## src/rtl/spi_flash_rd_seq.sv

```systemverilog
// spi_flash_rd_seq: hardware read sequencer for the iCE40 SB_SPI hard IP.
// Programs the SPI core once after reset, then serves flash READ requests
// (opcode, 24-bit address, N data bytes) and streams the data bytes out on
// a valid/ready interface. All SB accesses use a strobe/ack handshake with
// at least one idle cycle between consecutive strobes.
module spi_flash_rd_seq #(
  parameter logic [5:0]  CLK_DIV = 6'd0,
  parameter int unsigned LEN_W   = 16,
  parameter logic [7:0]  CMD     = 8'h03
) (
  input  logic             clk,
  input  logic             rst_n,
  input  logic             req_valid,
  output logic             req_ready,
  input  logic [23:0]      req_addr,
  input  logic [LEN_W-1:0] req_len,
  output logic [7:0]       out_data,
  output logic             out_valid,
  input  logic             out_ready,
  output logic             done,
  output logic             busy,
  output logic [7:0]       sb_addr,
  output logic [7:0]       sb_di,
  input  logic [7:0]       sb_do,
  output logic             sb_rw,
  output logic             sb_stb,
  input  logic             sb_ack
);

  localparam logic [7:0] SPICR1  = 8'h09;
  localparam logic [7:0] SPICR2  = 8'h0A;
  localparam logic [7:0] SPIBR   = 8'h0B;
  localparam logic [7:0] SPISR   = 8'h0C;
  localparam logic [7:0] SPITXDR = 8'h0D;
  localparam logic [7:0] SPIRXDR = 8'h0E;
  localparam logic [7:0] SPICSR  = 8'h0F;

  localparam int unsigned SR_TRDY = 4;
  localparam int unsigned SR_RRDY = 3;

  // XFER is split into its four SB steps; CS_OFF into poll + write.
  typedef enum logic [3:0] {
    S_INIT,
    S_IDLE,
    S_CS_ON,
    S_TX_POLL,
    S_TX_WR,
    S_RX_POLL,
    S_RX_RD,
    S_OUT,
    S_OFF_POLL,
    S_OFF_WR,
    S_DONE
  } state_t;

  state_t           state;
  logic [1:0]       init_step;
  logic [2:0]       byte_idx;
  logic [23:0]      addr_q;
  logic [LEN_W-1:0] remain;

  logic             acc_req;
  logic             acc_rw;
  logic [7:0]       acc_addr;
  logic [7:0]       acc_di;
  logic [7:0]       tx_byte;
  logic             sb_xfer;

  // An access completes in the cycle the core acknowledges the strobe.
  assign sb_xfer = sb_stb & sb_ack;
  assign busy    = (state != S_IDLE);

  // Decode which SB access the current state needs (if any).
  always_comb begin
    tx_byte = 8'h00;
    case (byte_idx)
      3'd0:    tx_byte = CMD;
      3'd1:    tx_byte = addr_q[23:16];
      3'd2:    tx_byte = addr_q[15:8];
      3'd3:    tx_byte = addr_q[7:0];
      default: tx_byte = 8'h00;
    endcase

    acc_req  = 1'b1;
    acc_rw   = 1'b0;
    acc_addr = SPISR;
    acc_di   = '0;
    case (state)
      S_INIT: begin
        acc_rw = 1'b1;
        case (init_step)
          2'd0: begin
            acc_addr = SPICR1;
            acc_di   = 8'h80;
          end
          2'd1: begin
            acc_addr = SPICR2;
            acc_di   = 8'hC0;
          end
          default: begin
            acc_addr = SPIBR;
            acc_di   = {2'b00, CLK_DIV};
          end
        endcase
      end
      S_CS_ON: begin
        acc_rw   = 1'b1;
        acc_addr = SPICSR;
        acc_di   = 8'hFE;
      end
      S_TX_POLL, S_RX_POLL, S_OFF_POLL: begin
        acc_rw   = 1'b0;
        acc_addr = SPISR;
      end
      S_TX_WR: begin
        acc_rw   = 1'b1;
        acc_addr = SPITXDR;
        acc_di   = tx_byte;
      end
      S_RX_RD: begin
        acc_rw   = 1'b0;
        acc_addr = SPIRXDR;
      end
      S_OFF_WR: begin
        acc_rw   = 1'b1;
        acc_addr = SPICSR;
        acc_di   = 8'hFF;
      end
      default: acc_req = 1'b0;
    endcase
  end

  // Sequencer FSM with registered SB and stream outputs.
  always_ff @(posedge clk or negedge rst_n) begin
    if (!rst_n) begin
      state     <= S_INIT;
      init_step <= '0;
      byte_idx  <= '0;
      addr_q    <= '0;
      remain    <= '0;
      sb_stb    <= 1'b0;
      sb_rw     <= 1'b0;
      sb_addr   <= '0;
      sb_di     <= '0;
      req_ready <= 1'b0;
      out_valid <= 1'b0;
      out_data  <= '0;
      done      <= 1'b0;
    end else begin
      done <= 1'b0;

      // A new strobe is only launched from an idle bus, and the strobe drops
      // in the ack cycle, so consecutive accesses are always separated by a
      // low cycle and the address/data/rw only move while the bus is idle.
      if (acc_req && !sb_stb) begin
        sb_stb  <= 1'b1;
        sb_rw   <= acc_rw;
        sb_addr <= acc_addr;
        sb_di   <= acc_di;
      end else if (sb_xfer) begin
        sb_stb <= 1'b0;
      end

      case (state)
        S_INIT: begin
          if (sb_xfer) begin
            if (init_step == 2'd2) begin
              state     <= S_IDLE;
              req_ready <= 1'b1;
            end else begin
              init_step <= init_step + 2'd1;
            end
          end
        end

        S_IDLE: begin
          if (req_valid) begin
            addr_q    <= req_addr;
            remain    <= req_len;
            byte_idx  <= '0;
            req_ready <= 1'b0;
            if (req_len == '0) begin
              state <= S_DONE;
              done  <= 1'b1;
            end else begin
              state <= S_CS_ON;
            end
          end
        end

        S_CS_ON: begin
          if (sb_xfer) begin
            byte_idx <= '0;
            state    <= S_TX_POLL;
          end
        end

        S_TX_POLL: begin
          if (sb_xfer && sb_do[SR_TRDY]) state <= S_TX_WR;
        end

        S_TX_WR: begin
          if (sb_xfer) state <= S_RX_POLL;
        end

        S_RX_POLL: begin
          if (sb_xfer && sb_do[SR_RRDY]) state <= S_RX_RD;
        end

        S_RX_RD: begin
          if (sb_xfer) begin
            if (byte_idx < 3'd4) begin
              byte_idx <= byte_idx + 3'd1;
              state    <= S_TX_POLL;
            end else begin
              out_data  <= sb_do;
              out_valid <= 1'b1;
              state     <= S_OUT;
            end
          end
        end

        S_OUT: begin
          if (out_ready) begin
            out_valid <= 1'b0;
            remain    <= remain - 1'b1;
            if (remain == LEN_W'(1)) state <= S_OFF_POLL;
            else                     state <= S_TX_POLL;
          end
        end

        S_OFF_POLL: begin
          if (sb_xfer && sb_do[SR_TRDY]) state <= S_OFF_WR;
        end

        S_OFF_WR: begin
          if (sb_xfer) begin
            state <= S_DONE;
            done  <= 1'b1;
          end
        end

        S_DONE: begin
          state     <= S_IDLE;
          req_ready <= 1'b1;
        end

        default: state <= S_INIT;
      endcase
    end
  end

endmodule

```

## config.mk

```make
export PLATFORM = sky130hd
export DESIGN_NAME = spi_flash_rd_seq
export DESIGN_NICKNAME = d
export VERILOG_FILES = /design/src/rtl/spi_flash_rd_seq.sv
export SDC_FILE = /design/constraint.sdc
export NUM_CORES = 1
export LEC_CHECK = 0
export CAP_MARGIN = 40
export CELL_PAD_IN_SITES_DETAIL_PLACEMENT = 1
export CELL_PAD_IN_SITES_GLOBAL_PLACEMENT = 1
export CORE_MARGIN = 2
export CORE_UTILIZATION = 35
export CTS_CLUSTER_SIZE = 16
export DETAILED_ROUTE_END_ITERATION = 10
export HOLD_SLACK_MARGIN = 0.02
export PLACE_DENSITY = 0.87
export REMOVE_ABC_BUFFERS = 1
export SYNTH_ARGS = -nofsm -noshare
export SYNTH_HDL_FRONTEND = slang
export SYNTH_SLANG_ARGS = --single-unit
```

## constraint.sdc

```tcl
create_clock -name clk -period 2.1 [get_ports clk]
set_input_delay 0.21 -clock clk [delete_from_list [all_inputs] [get_ports clk]]
set_output_delay 0.21 -clock clk [all_outputs]
set_load 0.05 [all_outputs]
```

==> impl_metrics.prom <==
# TYPE chip_impl_metric gauge
chip_impl_metric{name="num-fill-cells",unit=""} 1242
chip_impl_metric{name="timing.critical_path.required",unit="ns"} 2.33
chip_impl_metric{name="vdd.ir_drop.worst",unit="mV"} 0.951
chip_impl_metric{name="synthMuxAreaShare",unit="%"} 9.34
chip_impl_metric{name="route.detailed.drc",unit=""} 0
chip_impl_info{name="setup.worst_path.class",value="flop to flop"} 1
chip_impl_metric{name="yosys.cell_types.count",unit=""} 56
chip_impl_metric{name="residual_antenna_violating_net_count_after_detailed_routing",unit=""} 0
chip_impl_info{name="timing.hold.worst.class",value="input pin to asynchronous set/reset pin"} 1
chip_impl_metric{name="clockBufferDepth",unit=""} 2
chip_impl_metric{name="worst-slew-pin-transition",unit="ns"} 0.577
chip_impl_metric{name="vias_per_inst",unit=""} 5.53
chip_impl_metric{name="global_route.usage.total",unit="%"} 19.2
chip_impl_metric{name="length_of_the_first_detailed_routing_pass_in_iterations",unit=""} 5
chip_impl_metric{name="post_drt_wl_per_cell",unit="um"} 17.9
chip_impl_metric{name="period_needed",unit="ns"} 2.03
chip_impl_metric{name="design.final.nets",unit=""} 564
chip_impl_info{name="ctsRootBufferMaster",value="sky130_fd_sc_hd__clkbuf_16"} 1
chip_impl_info{name="tritoncts_clock_tree",value="done"} 1
chip_impl_metric{name="avgSynthCellArea",unit="um^2"} 9.73
chip_impl_metric{name="dieWidth",unit="um"} 111
chip_impl_metric{name="report.final.slew_viol_count",unit=""} 0
chip_impl_info{name="synthDominantAreaCellType",value="sky130_fd_sc_hd__dfrtp_1"} 1
chip_impl_metric{name="cts.htree.levels",unit=""} 3
chip_impl_metric{name="synth.top_cell.area_share",unit="%"} 46.5
chip_impl_metric{name="finalPower",unit="mW"} 7.61
chip_impl_metric{name="post_cts.repair.setup_buffers",unit=""} 0
chip_impl_metric{name="cp_data_arrival_time",unit="ns"} 2.26
chip_impl_metric{name="syn_to_final_growth",unit="%"} 34.1
chip_impl_metric{name="synthCells",unit=""} 409
chip_impl_metric{name="ys_seq_elements",unit=""} 74
chip_impl_metric{name="synth-compound-area-share",unit="%"} 18.1
chip_impl_metric{name="number_of_enable_type_register_cells_in_the_synthesized_netlist",unit=""} 0
chip_impl_metric{name="synth_simple_gate_area_share",unit="%"} 17.6
chip_impl_metric{name="synth-adder-area-share",unit="%"} 3.46
chip_impl_metric{name="via_count",unit=""} 3567
chip_impl_info{name="ys_top_cells_by_area",value="sky130_fd_sc_hd__dfrtp_1 (47%), sky130_fd_sc_hd__mux2_1 (7.6%), sky130_fd_sc_hd__nand2_1 (3.6%)"} 1
chip_impl_metric{name="rows",unit=""} 38
chip_impl_metric{name="grt_pass1_vias",unit=""} 3824
chip_impl_metric{name="final_hold_viol_count",unit=""} 0
chip_impl_metric{name="slew-limit-headroom",unit="%"} 61.5
chip_impl_metric{name="place_worst_setup_slack",unit="ns"} 0.0291
chip_impl_metric{name="top_level_ports",unit=""} 83
chip_impl_metric{name="grt_first_pass_wirelength",unit="um"} 19000
chip_impl_metric{name="register_area",unit="um^2"} 1850
chip_impl_metric{name="post_route_cells_drive_above_1_share",unit="%"} 11.1
chip_impl_metric{name="cap_viol_max_count",unit=""} 0
chip_impl_metric{name="core",unit="um^2"} 11000
chip_impl_metric{name="p_leak",unit="nW"} 2.26
chip_impl_metric{name="p_per_area",unit="nW/um^2"} 1430
chip_impl_info{name="synth_ff_type",value="sky130_fd_sc_hd__dfrtp_1"} 1
chip_impl_metric{name="timing.fmax",unit="MHz"} 492
chip_impl_metric{name="layout_setup_ws",unit="ns"} 0.0675
chip_impl_metric{name="setup_violations",unit=""} 0
chip_impl_metric{name="clock_latency",unit="ns"} 0.34
chip_impl_info{name="status",value="finished, final reports clean"} 1
chip_impl_metric{name="yosysSeqAreaShare",unit="%"} 46.5
chip_impl_metric{name="timing.critical_path.fanout_max",unit=""} 6
chip_impl_metric{name="fp.dieArea",unit="um^2"} 12200
chip_impl_metric{name="globalplace.congestion",unit=""} 0.883
chip_impl_metric{name="dpl.hpwl",unit="um"} 8670
chip_impl_metric{name="fraction_of_registers_with_async_set_or_reset_after_synthesis",unit="%"} 100
chip_impl_metric{name="antenna_found_initial",unit=""} 0
chip_impl_metric{name="overflow_after_grt",unit=""} 0
chip_impl_metric{name="tritoncts_num_sinks",unit=""} 74
chip_impl_metric{name="area_taken_by_multi_input_logic_gates",unit="um^2"} 1970
chip_impl_metric{name="antenna_cells",unit=""} 0
chip_impl_metric{name="cts_inserted_buffers",unit=""} 9
chip_impl_metric{name="maximum_number_of_pins_on_one_net_before_global_route_repair",unit=""} 41
chip_impl_info{name="largest_family_of_logic_cells_by_synthesized_area",value="compound AO/OA/AOI/OAI gates"} 1
chip_impl_metric{name="die_h",unit="um"} 111
chip_impl_metric{name="hold-worst-slack",unit="ns"} 0.390
chip_impl_metric{name="cts.reportedPaths.clkPinSlew",unit="ns"} 0.06
chip_impl_metric{name="drt-total-wl",unit="um"} 11600
chip_impl_metric{name="worst_clock_skew",unit="ns"} 0.00718
chip_impl_metric{name="numPortBuffers",unit=""} 78
chip_impl_metric{name="warnings_from_yosys",unit=""} 0
chip_impl_info{name="worst_setup_path_end_kind",value="flop"} 1
chip_impl_metric{name="synth.cell_area",unit="um^2"} 3980
chip_impl_info{name="worst_setup_path_start_kind",value="flop"} 1
chip_impl_metric{name="floorplan.initialDensity",unit="%"} 36.2
chip_impl_metric{name="drt_iter0_markers",unit=""} 179
chip_impl_metric{name="final_worst_path_cycle_share",unit="%"} 96.8
chip_impl_metric{name="synth_xor_xnor_area_share",unit="%"} 0.220
[kinds of logic (layout without fill, tap and decap cells)]
group	after synthesis	in the layout
buffers and inverters	42	135
AOI/OAI and AO/OA	114	114
adders and majority gates	11	11
xor gates and xnor gates	1	1
muxes	33	33
other	1	4
DFF	74	74
and+or+nand+nor	133	133
[cells in the final DEF, fill, tap and decap left out, types with 9 or more instances in the layout]
cell	Yosys	routed
sky130_fd_sc_hd__o21ai_0	9	9
sky130_fd_sc_hd__nor2_1	29	29
sky130_fd_sc_hd__o21ai_1	28	28
sky130_fd_sc_hd__ha_1	11	10
sky130_fd_sc_hd__clkbuf_16	0	9
sky130_fd_sc_hd__mux2_1	27	27
sky130_fd_sc_hd__nor3_1	12	12
sky130_fd_sc_hd__dfrtp_1	74	73
sky130_fd_sc_hd__nand3_1	10	10
sky130_fd_sc_hd__buf_4	4	25
sky130_fd_sc_hd__a21oi_1	28	27
sky130_fd_sc_hd__nand2_1	38	38
sky130_fd_sc_hd__clkdlybuf4s50_1	0	76
sky130_fd_sc_hd__inv_1	17	17
[per-stage QoR]
| stage | util [%] | cell area [um^2] | cells | TNS, ns |
|---|---|---|---|---|
| 6_report | 48.6 | 5340 | 645 | 0 |
| 5_1_grt | 48.6 | 5340 | 645 | -0.0109 |
| 4_1_cts | 48.5 | 5320 | 645 | 0 |
| 3_5_place_dp | 45.5 | 4990 | 628 | 0 |
| 3_3_place_gp | 45.5 | 4990 | 628 | 0 |
| 2_1_floorplan | - | 3870 | 387 | -4.07 |
[layout make-up]
cell class / count / area share (%)
inverter: 17 / 1.20
tap: 140 / 3.28
clock buffer: 10 / 4.29
sequential: 74 / 34.7
clock inverter: 6 / 1.69
timing repair buffer: 102 / 18.0
multi-input combinational: 296 / 36.9
[flip-flops by register name, indices dropped and copies added, names as in the netlist]
signal,cells
sb_addr,4
sb_stb,1
sb_rw,1
addr_q,24
init_step,2
out_valid,1
out_data,8
sb_di,8
byte_idx,3
done,1
req_ready,1
remain,16
state,4
[power by group]
group          leakage, nW  internal, mW  switching (mW)
logic                 1.18          1.37            2.07
clock network        0.153          1.05           0.635
registers            0.921          2.01           0.497
total                 2.26          4.42            3.20
[synthesized netlist by cell type, types with 2 or more instances]
master                      instances
sky130_fd_sc_hd__buf_4              4
sky130_fd_sc_hd__inv_1             17
sky130_fd_sc_hd__a22oi_1            5
sky130_fd_sc_hd__or3_1              2
sky130_fd_sc_hd__nor3b_1            4
sky130_fd_sc_hd__nor3_1            12
sky130_fd_sc_hd__and3_1             2
sky130_fd_sc_hd__mux2_2             6
sky130_fd_sc_hd__clkbuf_1          15
sky130_fd_sc_hd__and2_1             2
sky130_fd_sc_hd__nand2b_1           8
sky130_fd_sc_hd__o31ai_1            2
sky130_fd_sc_hd__o2bb2ai_1          4
sky130_fd_sc_hd__dfrtp_1           74
sky130_fd_sc_hd__o21ai_0            9
sky130_fd_sc_hd__nand3_1           10
sky130_fd_sc_hd__mux2_1            27
sky130_fd_sc_hd__o21a_1             6
sky130_fd_sc_hd__nor2_1            29
sky130_fd_sc_hd__nor4_1             8
sky130_fd_sc_hd__nand4_1            2
sky130_fd_sc_hd__a222oi_1           6
sky130_fd_sc_hd__a31oi_1            3
sky130_fd_sc_hd__ha_1              11
sky130_fd_sc_hd__nor4_2             2
sky130_fd_sc_hd__nand2_1           38
sky130_fd_sc_hd__o22ai_1            5
sky130_fd_sc_hd__nor2b_1            6
sky130_fd_sc_hd__a32oi_1            2
sky130_fd_sc_hd__a221oi_1           3
sky130_fd_sc_hd__a211oi_1           2
sky130_fd_sc_hd__o21ai_1           28
sky130_fd_sc_hd__a21oi_1           28
sky130_fd_sc_hd__buf_2              5
[repair_timing]
item | 4_1_cts | 5_1_grt
hold buffers | 1 | 0
setup endpoints to repair | 0 | 9
gates resized for setup | 0 | 4
endpoints found under the hold margin | 37 | 0
[per-layer routing]
layer / global-route usage [%] / share of wire [%] / up-vias
li1: - / - / 1660
met2: 34.5 / 51 / 87
met4: 5.83 / 1.3 / 0
met5: 0 / 0 / -
met3: 3.13 / 3.2 / 13
met1: 23.6 / 44 / 1807
[path summary, 6_finish.rpt]
kind                                   start    endpoint  slack (ns)  depth (start not counted)
min in group clk                req_addr[16]  addr_q[16]        0.46                          2
worst max-delay path               remain[7]  remain[14]        0.07                          5
worst min register to register    sb_addr[3]  sb_addr[3]        0.48                          1
worst max register to register     remain[7]  remain[14]        0.07                          5
worst min-delay path                   rst_n    sb_di[4]        0.39                          2
max in group asynchronous              rst_n  addr_q[17]        1.06                          3
[worst max-delay path, stage by stage, from the launching register on]
cell and delay (ns):
sky130_fd_sc_hd__dfrtp_1 0.44, sky130_fd_sc_hd__or4_4 0.55, sky130_fd_sc_hd__or3_4 0.37, sky130_fd_sc_hd__nor4_4 0.25, sky130_fd_sc_hd__a31oi_1 0.12, sky130_fd_sc_hd__o22a_1 0.19
No activity file was read; power rests on OpenSTA's default activity.
